$ cat config.mk
export PLATFORM = sky130hd
export DESIGN_NAME = hazard_control_unit_flat
export DESIGN_NICKNAME = d
export VERILOG_FILES = /design/src/rtl/hazard_control_unit_if.sv /design/src/rtl/hazard_control_unit.sv /design/src/flat_wrapper.sv
export SDC_FILE = /design/constraint.sdc
export NUM_CORES = 1
export LEC_CHECK = 0
export BUFFER_PORTS_ARGS = -buffer_cell sky130_fd_sc_hd__buf_4
export CAP_MARGIN = 40
export CELL_PAD_IN_SITES_DETAIL_PLACEMENT = 2
export CELL_PAD_IN_SITES_GLOBAL_PLACEMENT = 2
export CORE_UTILIZATION = 30
export CTS_CLUSTER_DIAMETER = 80
export DETAILED_ROUTE_END_ITERATION = 16
export GPL_TIMING_DRIVEN = 0
export MAX_ROUTING_LAYER = met4
export PLACE_DENSITY_LB_ADDON = 0.1
export SYNTH_ARGS = -nofsm -noshare
export SYNTH_HDL_FRONTEND = slang
export SYNTH_SLANG_ARGS = --single-unit
$ cat constraint.sdc
create_clock -name clk -period 3.8 [get_ports clk]
set_input_delay 0.19 -clock clk [delete_from_list [all_inputs] [get_ports clk]]
set_output_delay 0.19 -clock clk [all_outputs]
set_load 0.02 [all_outputs]
$ cat src/rtl/hazard_control_unit_if.sv
// Pipeline hazard control bundle: decode/execute/memory hazard inputs and the
// stage enable, flush and bubble outputs, plus debug/status outputs.
interface hazard_control_unit_if #(
    parameter int unsigned CNT_W = 16
);
    logic [4:0]       IF_ID_reg_rs;
    logic [4:0]       IF_ID_reg_rt;
    logic             IF_ID_memWrite;
    logic             ID_EX_memRead;
    logic [4:0]       ID_EX_reg_rt;
    logic             branch_taken;
    logic             mem_req;
    logic             dmem_ready;
    logic             pc_write;
    logic             IF_ID_write;
    logic             ID_EX_write;
    logic             EX_MEM_write;
    logic             IF_ID_flush;
    logic             ID_EX_bubble;
    logic             MEM_WB_bubble;
    logic             mem_timeout;
    logic [CNT_W-1:0] stall_cycles;
    logic [1:0]       state;

    modport master (
        output IF_ID_reg_rs, IF_ID_reg_rt, IF_ID_memWrite, ID_EX_memRead, ID_EX_reg_rt,
               branch_taken, mem_req, dmem_ready,
        input  pc_write, IF_ID_write, ID_EX_write, EX_MEM_write, IF_ID_flush, ID_EX_bubble,
               MEM_WB_bubble, mem_timeout, stall_cycles, state
    );

    modport slave (
        input  IF_ID_reg_rs, IF_ID_reg_rt, IF_ID_memWrite, ID_EX_memRead, ID_EX_reg_rt,
               branch_taken, mem_req, dmem_ready,
        output pc_write, IF_ID_write, ID_EX_write, EX_MEM_write, IF_ID_flush, ID_EX_bubble,
               MEM_WB_bubble, mem_timeout, stall_cycles, state
    );
endinterface

$ cat src/rtl/hazard_control_unit.sv
// Pipeline hazard control: memory-wait freeze, taken-branch flush and load-use
// stall, with a sticky memory timeout flag and a saturating stall counter.
module hazard_control_unit #(
    parameter int unsigned TIMEOUT = 15,
    parameter int unsigned CNT_W   = 16
) (
    input logic                  clk,
    input logic                  rst_n,
    hazard_control_unit_if.slave bus
);
    typedef enum logic [1:0] {
        StRun     = 2'b00,
        StMemWait = 2'b01
    } state_e;

    state_e           state_q, state_d;
    logic [4:0]       wait_cnt_q, wait_cnt_d;
    logic             mem_timeout_q, mem_timeout_d;
    logic [CNT_W-1:0] stall_q, stall_d;

    logic freeze;
    logic load_use;
    logic pc_write, if_id_write, id_ex_write, ex_mem_write;
    logic if_id_flush, id_ex_bubble, mem_wb_bubble;

    assign freeze = bus.mem_req & ~bus.dmem_ready;

    // Store data operand is excluded: the memory stage forwards it.
    assign load_use = bus.ID_EX_memRead & (bus.ID_EX_reg_rt != 5'd0) &
                      ((bus.ID_EX_reg_rt == bus.IF_ID_reg_rs) |
                       ((bus.ID_EX_reg_rt == bus.IF_ID_reg_rt) & ~bus.IF_ID_memWrite));

    always_ff @(posedge clk) begin
        if (!rst_n) begin
            state_q       <= StRun;
            wait_cnt_q    <= 5'd0;
            mem_timeout_q <= 1'b0;
            stall_q       <= '0;
        end else begin
            state_q       <= state_d;
            wait_cnt_q    <= wait_cnt_d;
            mem_timeout_q <= mem_timeout_d;
            stall_q       <= stall_d;
        end
    end

    always_comb begin
        state_d       = StRun;
        wait_cnt_d    = wait_cnt_q;
        mem_timeout_d = mem_timeout_q |
                        ((state_q == StMemWait) & freeze & ({27'd0, wait_cnt_q} == TIMEOUT));
        stall_d       = stall_q;
        if (!pc_write && (stall_q != {CNT_W{1'b1}})) begin
            stall_d = stall_q + CNT_W'(1);
        end
        case (state_q)
            StRun: begin
                if (freeze) begin
                    state_d    = StMemWait;
                    wait_cnt_d = 5'd0;
                end
            end
            StMemWait: begin
                state_d = freeze ? StMemWait : StRun;
                if (wait_cnt_q != 5'd31) begin
                    wait_cnt_d = wait_cnt_q + 5'd1;
                end
            end
            default: state_d = StRun;
        endcase
    end

    // Priority: reset > freeze > branch flush > load-use stall.
    always_comb begin
        pc_write      = 1'b1;
        if_id_write   = 1'b1;
        id_ex_write   = 1'b1;
        ex_mem_write  = 1'b1;
        if_id_flush   = 1'b0;
        id_ex_bubble  = 1'b0;
        mem_wb_bubble = 1'b0;
        if (!rst_n) begin
            pc_write      = 1'b0;
            if_id_write   = 1'b0;
            id_ex_write   = 1'b0;
            ex_mem_write  = 1'b0;
            if_id_flush   = 1'b1;
            id_ex_bubble  = 1'b1;
            mem_wb_bubble = 1'b1;
        end else if (freeze) begin
            pc_write      = 1'b0;
            if_id_write   = 1'b0;
            id_ex_write   = 1'b0;
            ex_mem_write  = 1'b0;
            mem_wb_bubble = 1'b1;
        end else if (bus.branch_taken) begin
            if_id_flush  = 1'b1;
            id_ex_bubble = 1'b1;
        end else if (load_use) begin
            pc_write     = 1'b0;
            if_id_write  = 1'b0;
            id_ex_bubble = 1'b1;
        end
    end

    assign bus.pc_write      = pc_write;
    assign bus.IF_ID_write   = if_id_write;
    assign bus.ID_EX_write   = id_ex_write;
    assign bus.EX_MEM_write  = ex_mem_write;
    assign bus.IF_ID_flush   = if_id_flush;
    assign bus.ID_EX_bubble  = id_ex_bubble;
    assign bus.MEM_WB_bubble = mem_wb_bubble;
    assign bus.mem_timeout   = mem_timeout_q;
    assign bus.stall_cycles  = stall_q;
    assign bus.state         = state_q;
endmodule

$ cat src/flat_wrapper.sv
// flat-port wrapper written by rule: the top's interface ports become plain ports
module hazard_control_unit_flat 
#(
    parameter int unsigned TIMEOUT = 15,
    parameter int unsigned CNT_W   = 16
)
  (clk, rst_n, bus_IF_ID_reg_rs, bus_IF_ID_reg_rt, bus_IF_ID_memWrite, bus_ID_EX_memRead, bus_ID_EX_reg_rt, bus_branch_taken, bus_mem_req, bus_dmem_ready, bus_pc_write, bus_IF_ID_write, bus_ID_EX_write, bus_EX_MEM_write, bus_IF_ID_flush, bus_ID_EX_bubble, bus_MEM_WB_bubble, bus_mem_timeout, bus_stall_cycles, bus_state);
  hazard_control_unit_if #(.CNT_W(CNT_W)) bus_i ();
  input logic clk;
  input logic rst_n;
  input wire logic [$bits(bus_i.IF_ID_reg_rs)-1:0] bus_IF_ID_reg_rs;
  input wire logic [$bits(bus_i.IF_ID_reg_rt)-1:0] bus_IF_ID_reg_rt;
  input wire logic [$bits(bus_i.IF_ID_memWrite)-1:0] bus_IF_ID_memWrite;
  input wire logic [$bits(bus_i.ID_EX_memRead)-1:0] bus_ID_EX_memRead;
  input wire logic [$bits(bus_i.ID_EX_reg_rt)-1:0] bus_ID_EX_reg_rt;
  input wire logic [$bits(bus_i.branch_taken)-1:0] bus_branch_taken;
  input wire logic [$bits(bus_i.mem_req)-1:0] bus_mem_req;
  input wire logic [$bits(bus_i.dmem_ready)-1:0] bus_dmem_ready;
  output wire logic [$bits(bus_i.pc_write)-1:0] bus_pc_write;
  output wire logic [$bits(bus_i.IF_ID_write)-1:0] bus_IF_ID_write;
  output wire logic [$bits(bus_i.ID_EX_write)-1:0] bus_ID_EX_write;
  output wire logic [$bits(bus_i.EX_MEM_write)-1:0] bus_EX_MEM_write;
  output wire logic [$bits(bus_i.IF_ID_flush)-1:0] bus_IF_ID_flush;
  output wire logic [$bits(bus_i.ID_EX_bubble)-1:0] bus_ID_EX_bubble;
  output wire logic [$bits(bus_i.MEM_WB_bubble)-1:0] bus_MEM_WB_bubble;
  output wire logic [$bits(bus_i.mem_timeout)-1:0] bus_mem_timeout;
  output wire logic [$bits(bus_i.stall_cycles)-1:0] bus_stall_cycles;
  output wire logic [$bits(bus_i.state)-1:0] bus_state;
  assign bus_i.IF_ID_reg_rs = bus_IF_ID_reg_rs;
  assign bus_i.IF_ID_reg_rt = bus_IF_ID_reg_rt;
  assign bus_i.IF_ID_memWrite = bus_IF_ID_memWrite;
  assign bus_i.ID_EX_memRead = bus_ID_EX_memRead;
  assign bus_i.ID_EX_reg_rt = bus_ID_EX_reg_rt;
  assign bus_i.branch_taken = bus_branch_taken;
  assign bus_i.mem_req = bus_mem_req;
  assign bus_i.dmem_ready = bus_dmem_ready;
  assign bus_pc_write = bus_i.pc_write;
  assign bus_IF_ID_write = bus_i.IF_ID_write;
  assign bus_ID_EX_write = bus_i.ID_EX_write;
  assign bus_EX_MEM_write = bus_i.EX_MEM_write;
  assign bus_IF_ID_flush = bus_i.IF_ID_flush;
  assign bus_ID_EX_bubble = bus_i.ID_EX_bubble;
  assign bus_MEM_WB_bubble = bus_i.MEM_WB_bubble;
  assign bus_mem_timeout = bus_i.mem_timeout;
  assign bus_stall_cycles = bus_i.stall_cycles;
  assign bus_state = bus_i.state;
  hazard_control_unit #(.TIMEOUT(TIMEOUT), .CNT_W(CNT_W)) u_core (.clk(clk), .rst_n(rst_n), .bus(bus_i));
endmodule
Word level (Yosys, flattened, before mapping)
Index checks and enable logic that the tools add are counted.
{ "totals": {"out_inout_bits": 26, "elab_cells": 51, "reg_bits": 24} }
{ "classes": {"reduce_logical": 8, "n_bitwise": 10, "muxes": 19, "eq_ne": 8, "add_sub_neg": 2} }
{ "op_table": {"columns": ["operator", "count"], "rows": [
  ["adder 16 x 1 -> 16 bit, second input constant", 1],
  ["2-to-1 mux 1 bit", 16],
  ["!= test 16 bit, second input constant", 1],
  ["equality test 5 bit", 2],
  ["2-to-1 mux 5 bit", 2],
  ["one-hot mux 5 bit (2 select lines)", 1],
  ["AND 1 bit", 6],
  ["adder 5 x 1 -> 5 bit, second input constant", 1],
  ["equality test 5 x 4 -> 1 bit, second input constant", 1],
  ["!= test 5 bit, second input constant", 1],
  ["nonzero test 5 bit", 1],
  ["AND reduction 3 bit", 1],
  ["equality test 2 x 1 -> 1 bit, second input constant", 1],
  ["logical NOT 2 bit", 1],
  ["!= test 2 x 1 -> 1 bit, second input constant", 1],
  ["!= test 2 bit, second input constant", 1],
  ["inverter 1 bit", 2],
  ["OR 1 bit", 2],
  ["AND reduction 2 bit", 1],
  ["nonzero test 2 bit", 1],
  ["OR reduction 2 bit", 1],
  ["logical AND 1 bit", 1],
  ["logical NOT 1 bit", 1]
]} }

Depth between registers and ports, before layout
{ "logic_depth": {"word_depth": 10, "mapped_depth": 9, "mapped_depth_nobuf": 7} }

Worst setup path after synthesis
OpenSTA, ideal clock, no wires.
{ "synth_timing": {"path_type": "flip-flop to flip-flop", "start": "register u_core.stall_q[0], in the netlist u_core.bus.stall_cycles[0]", "end": "register u_core.stall_q[1], in the netlist u_core.bus.stall_cycles[1]", "n_path_buf": 2, "synth_period_minus_slack_ns": 2.116, "setup_slack_ns": 1.684, "setup_time_ns": 0.071, "stages_incl_launch_ff": 10, "required_time_ns": 3.729, "arrival_ns": 2.046, "cell_sequence": "dfxtp_1 ha_1 nand2_1 nor2_1 nand2_1 nor2_1 buf_4 buf_1 o21ai_0 a21oi_1"} }
{ "synth_via": {"elab_chain_len": 2} }
{ "synth_lines": {"columns": ["item", "line", "text"], "rows": [
  ["from (decl)", "hazard_control_unit.sv:19", "logic [CNT_W-1:0] stall_q, stall_d;"],
  ["from (signal assigned)", "hazard_control_unit.sv:43", "stall_q <= stall_d;"],
  ["branches (longest 2 deep; another with adder 16 x 1 -> 16 bit)", null, null]
]} }
Parallel ways; which one is timed is not known.
A chain may end at the register's enable or synchronous reset.

Worst setup path in the final report
{ "layout_timing": {"start": "register u_core.stall_q[0], in the netlist u_core.bus.stall_cycles[0]", "end": "register u_core.stall_q[10], in the netlist u_core.bus.stall_cycles[10]"} }
Same word-level chain as after synthesis.

==> out/metrics.yaml <==
status: "finished, final reports clean"
post_drt_wl_per_cell_um: 16.7
switchingPower_uw: 143
grt_use_met2: 0.331
pwr_density_cell_nw_per_um2: 275
slew_viol_final: 0
dpl.hpwl_um: 3440
htree_levels: 1
die_w_um: 69.9
cts_tree: "built"
n_fill_cell: 522
synth_seq_cells: 23
r2r-start: "u_core.bus.stall_cycles[0]$_SDFFE_PN0P_"
path_class: "flop to flop"
synth_cells: 163
leakage_nw: 0.720
grt_pass1_vias: 1501
synth_largest_area_cell: "dfxtp_1"
end_kind: "flop"
synth_most_common_cell: "dfxtp_1"
drcViolationCount: 0
cts_root_buf: "clkbuf_8"
multiInputGateArea_um2: 833
synth.net_count: 189
synth-async-reset-ratio: 0
worstHoldStart: "bus_mem_req"
post-route-period-util: 0.706
hold_viol: 0
synth-main-ff-cell: "dfxtp_1"
start_kind: "flop"
power.total_uw: 506
cts_hold_buf: 0
grt_busiest_layer: "met2"
p_seq_frac: 0.490
met3_usage: 0.0289
grt_first_pass_wirelength_um: 7340
max_cap_violations: 0
clk_pin_slew_worst_paths_ps: 100
fp-row-count: 24
yosysWarnings: 0
startpoint: "u_core.bus.stall_cycles[0]$_SDFFE_PN0P_"
power_frac_comb: 0.186
final_util: 0.420
core_um2: 4380
final_nets: 240
track_usage: 0.193
sw_frac_of_total: 0.283
clockPowerShare: 0.324
ys_top_cells_by_area: "dfxtp_1, xnor2_1, or4_1"
syn_area_um2: 1390
cp_max_fo: 10
wl_um: 4420
p_int_uw: 363
path_cells: "ha_1, nand2_1, nor2_1, nand2_1, nor2_1, buf_4, buf_1, o31ai_1, a21oi_1"
cts_buffers: 3
synth_edf_count: 0
viasPerCell: 5.46
vias: 1446
period_minus_slack_ps: 2680
post_cts_resize_count: 0
ys_types: 40
cp_slowest_cell: "buf_1"
die_h_um: 69.9
firstDrtPassIters: 6
area.sequential_um2: 460
postCtsSetupBuffers: 0
fin_worst_skew_ps: 9.47
start_util: 0.316
port_buffers: 46
antenna_found_initial: 0
place.gp.congestion: 0.785
setup_viol: 0
crit_arrival_ps: 2880
post_synth.cell_area_avg_um2: 8.50
worstSkewPairLatency_ps: 280
area_growth_pct: 33.0
fmax_mhz: 373
critPathRequiredTime_ps: 4000
clk_path_buf_depth: 2
grt-ovfl-total: 0
grt_max_degree: 14
io_pins: 48
synth_top_cell_area_share: 0.332
clock_sinks: 23
ant_nets: 0
dieArea_um2: 4890
layout-drive-gt1-share: 0.296
detailedRoute.firstIterationViolations: 77
rsz0062_at_grt: "false"
setup_tns_ps: 0
vdd_drop_max_mv: 0.0949
antenna_cells: 0
ys_seq_area_frac: 0.332
grt_use_met1: 0.230
cpPeakStageDelay_ps: 410
min_path_type: "input pin to flop"
synthTopCellsByCount: "dfxtp_1, nand2_1, a21oi_1"
cells by family (layout without fill, tap and decap cells):
| family | Yosys count | in the layout | share of synthesized area |
|---|---|---|---|
| simple gates | 68 | 68 | 0.295 |
| compound gates | 35 | 35 | 0.162 |
| flops | 23 | 23 | 0.332 |
| buf+inv | 16 | 66 | 0.0659 |
| xor+xnor | 10 | 10 | 0.0632 |
| mux | 6 | 6 | 0.0434 |
| fa+ha+maj | 4 | 4 | 0.0361 |
| other cells | 1 | 1 | 0.00271 |
placed cells by master (no fill, tap or decap), types with 2 or more instances in the layout:
cell and n:
buf_4 50, dfxtp_1 23, nand2_1 16, a21oi_1 13
nor2_1 10, xnor2_1 9, or4_1 9, nand2b_1 8
o31ai_1 7, nand3_1 6, mux2i_1 6, o21ai_0 5
inv_1 4, nor4_2 4, ha_1 4, nand4_1 3
nor2b_1 3, clkbuf_1 3, clkbuf_8 3, and3_1 2
buf_6 2, a22oi_1 2, o41ai_1 2
routing by layer:
| metal | part of all wire | up-vias |
|---|---|---|
| li1 | - | 689 |
| met1 | 0.42 | 708 |
| met2 | 0.52 | 43 |
| met3 | 0.042 | 6 |
| met4 | 0.012 | 0 |
| met5 | 0 | - |
per-stage QoR:
step	hold WS (ps)	instance area, um^2	instances	worst slack, ps
after CTS	200	1840	265	1140
after detailed placement	471	1800	261	1190
after global placement	462	1800	261	1260
final	198	1840	265	1120
after floorplan	340	1390	163	1680
after global routing	216	1840	265	918
worst max-delay path: cells and delay by family, from the launching register on:
kind            cells  cell delay, ps
simple gates        4             920
buf+inv             2             700
compound gates      2             350
flops               1             400
fa+ha+maj           1             230
final timing paths:
path | end | slack (ps) | cells past startpoint
worst min register to register | u_core.wait_cnt_q[3]$_SDFFE_PN0P_ | 500 | 2
worst max register to register | u_core.bus.stall_cycles[10]$_SDFFE_PN0P_ | 1120 | 9
worst min-delay path | u_core.bus.state[0]$_SDFF_PN0_ | 200 | 3
worst max-delay path | u_core.bus.stall_cycles[10]$_SDFFE_PN0P_ | 1120 | 9
state kept, by name, summed over array words and instances, names as in the netlist:
name / cells
u_core.bus.mem_timeout: 1
u_core.wait_cnt_q: 5
u_core.bus.stall_cycles: 16
u_core.bus.state: 1
power groups by stage:
stage / combinational, mW / sequential (mW) / clock [mW]
2_1_floorplan: 0.0475 / 0.256 / 0
3_3_place_gp: 0.0916 / 0.254 / 0
3_5_place_dp: 0.0955 / 0.254 / 0
4_1_cts: 0.0958 / 0.248 / 0.167
5_1_grt: 0.103 / 0.249 / 0.178
6_report: 0.0941 / 0.248 / 0.164
area by class of cell:
cell class,instances,area share
Multi-Input combinational cell,124,0.452
Inverter,5,0.0102
Buffer,11,0.0394
Sequential cell,23,0.250
Clock inverter,1,0.00272
Clock buffer,3,0.0224
Tap cell,52,0.0353
Timing Repair Buffer,46,0.187
Power figures use the tool's default switching activity.
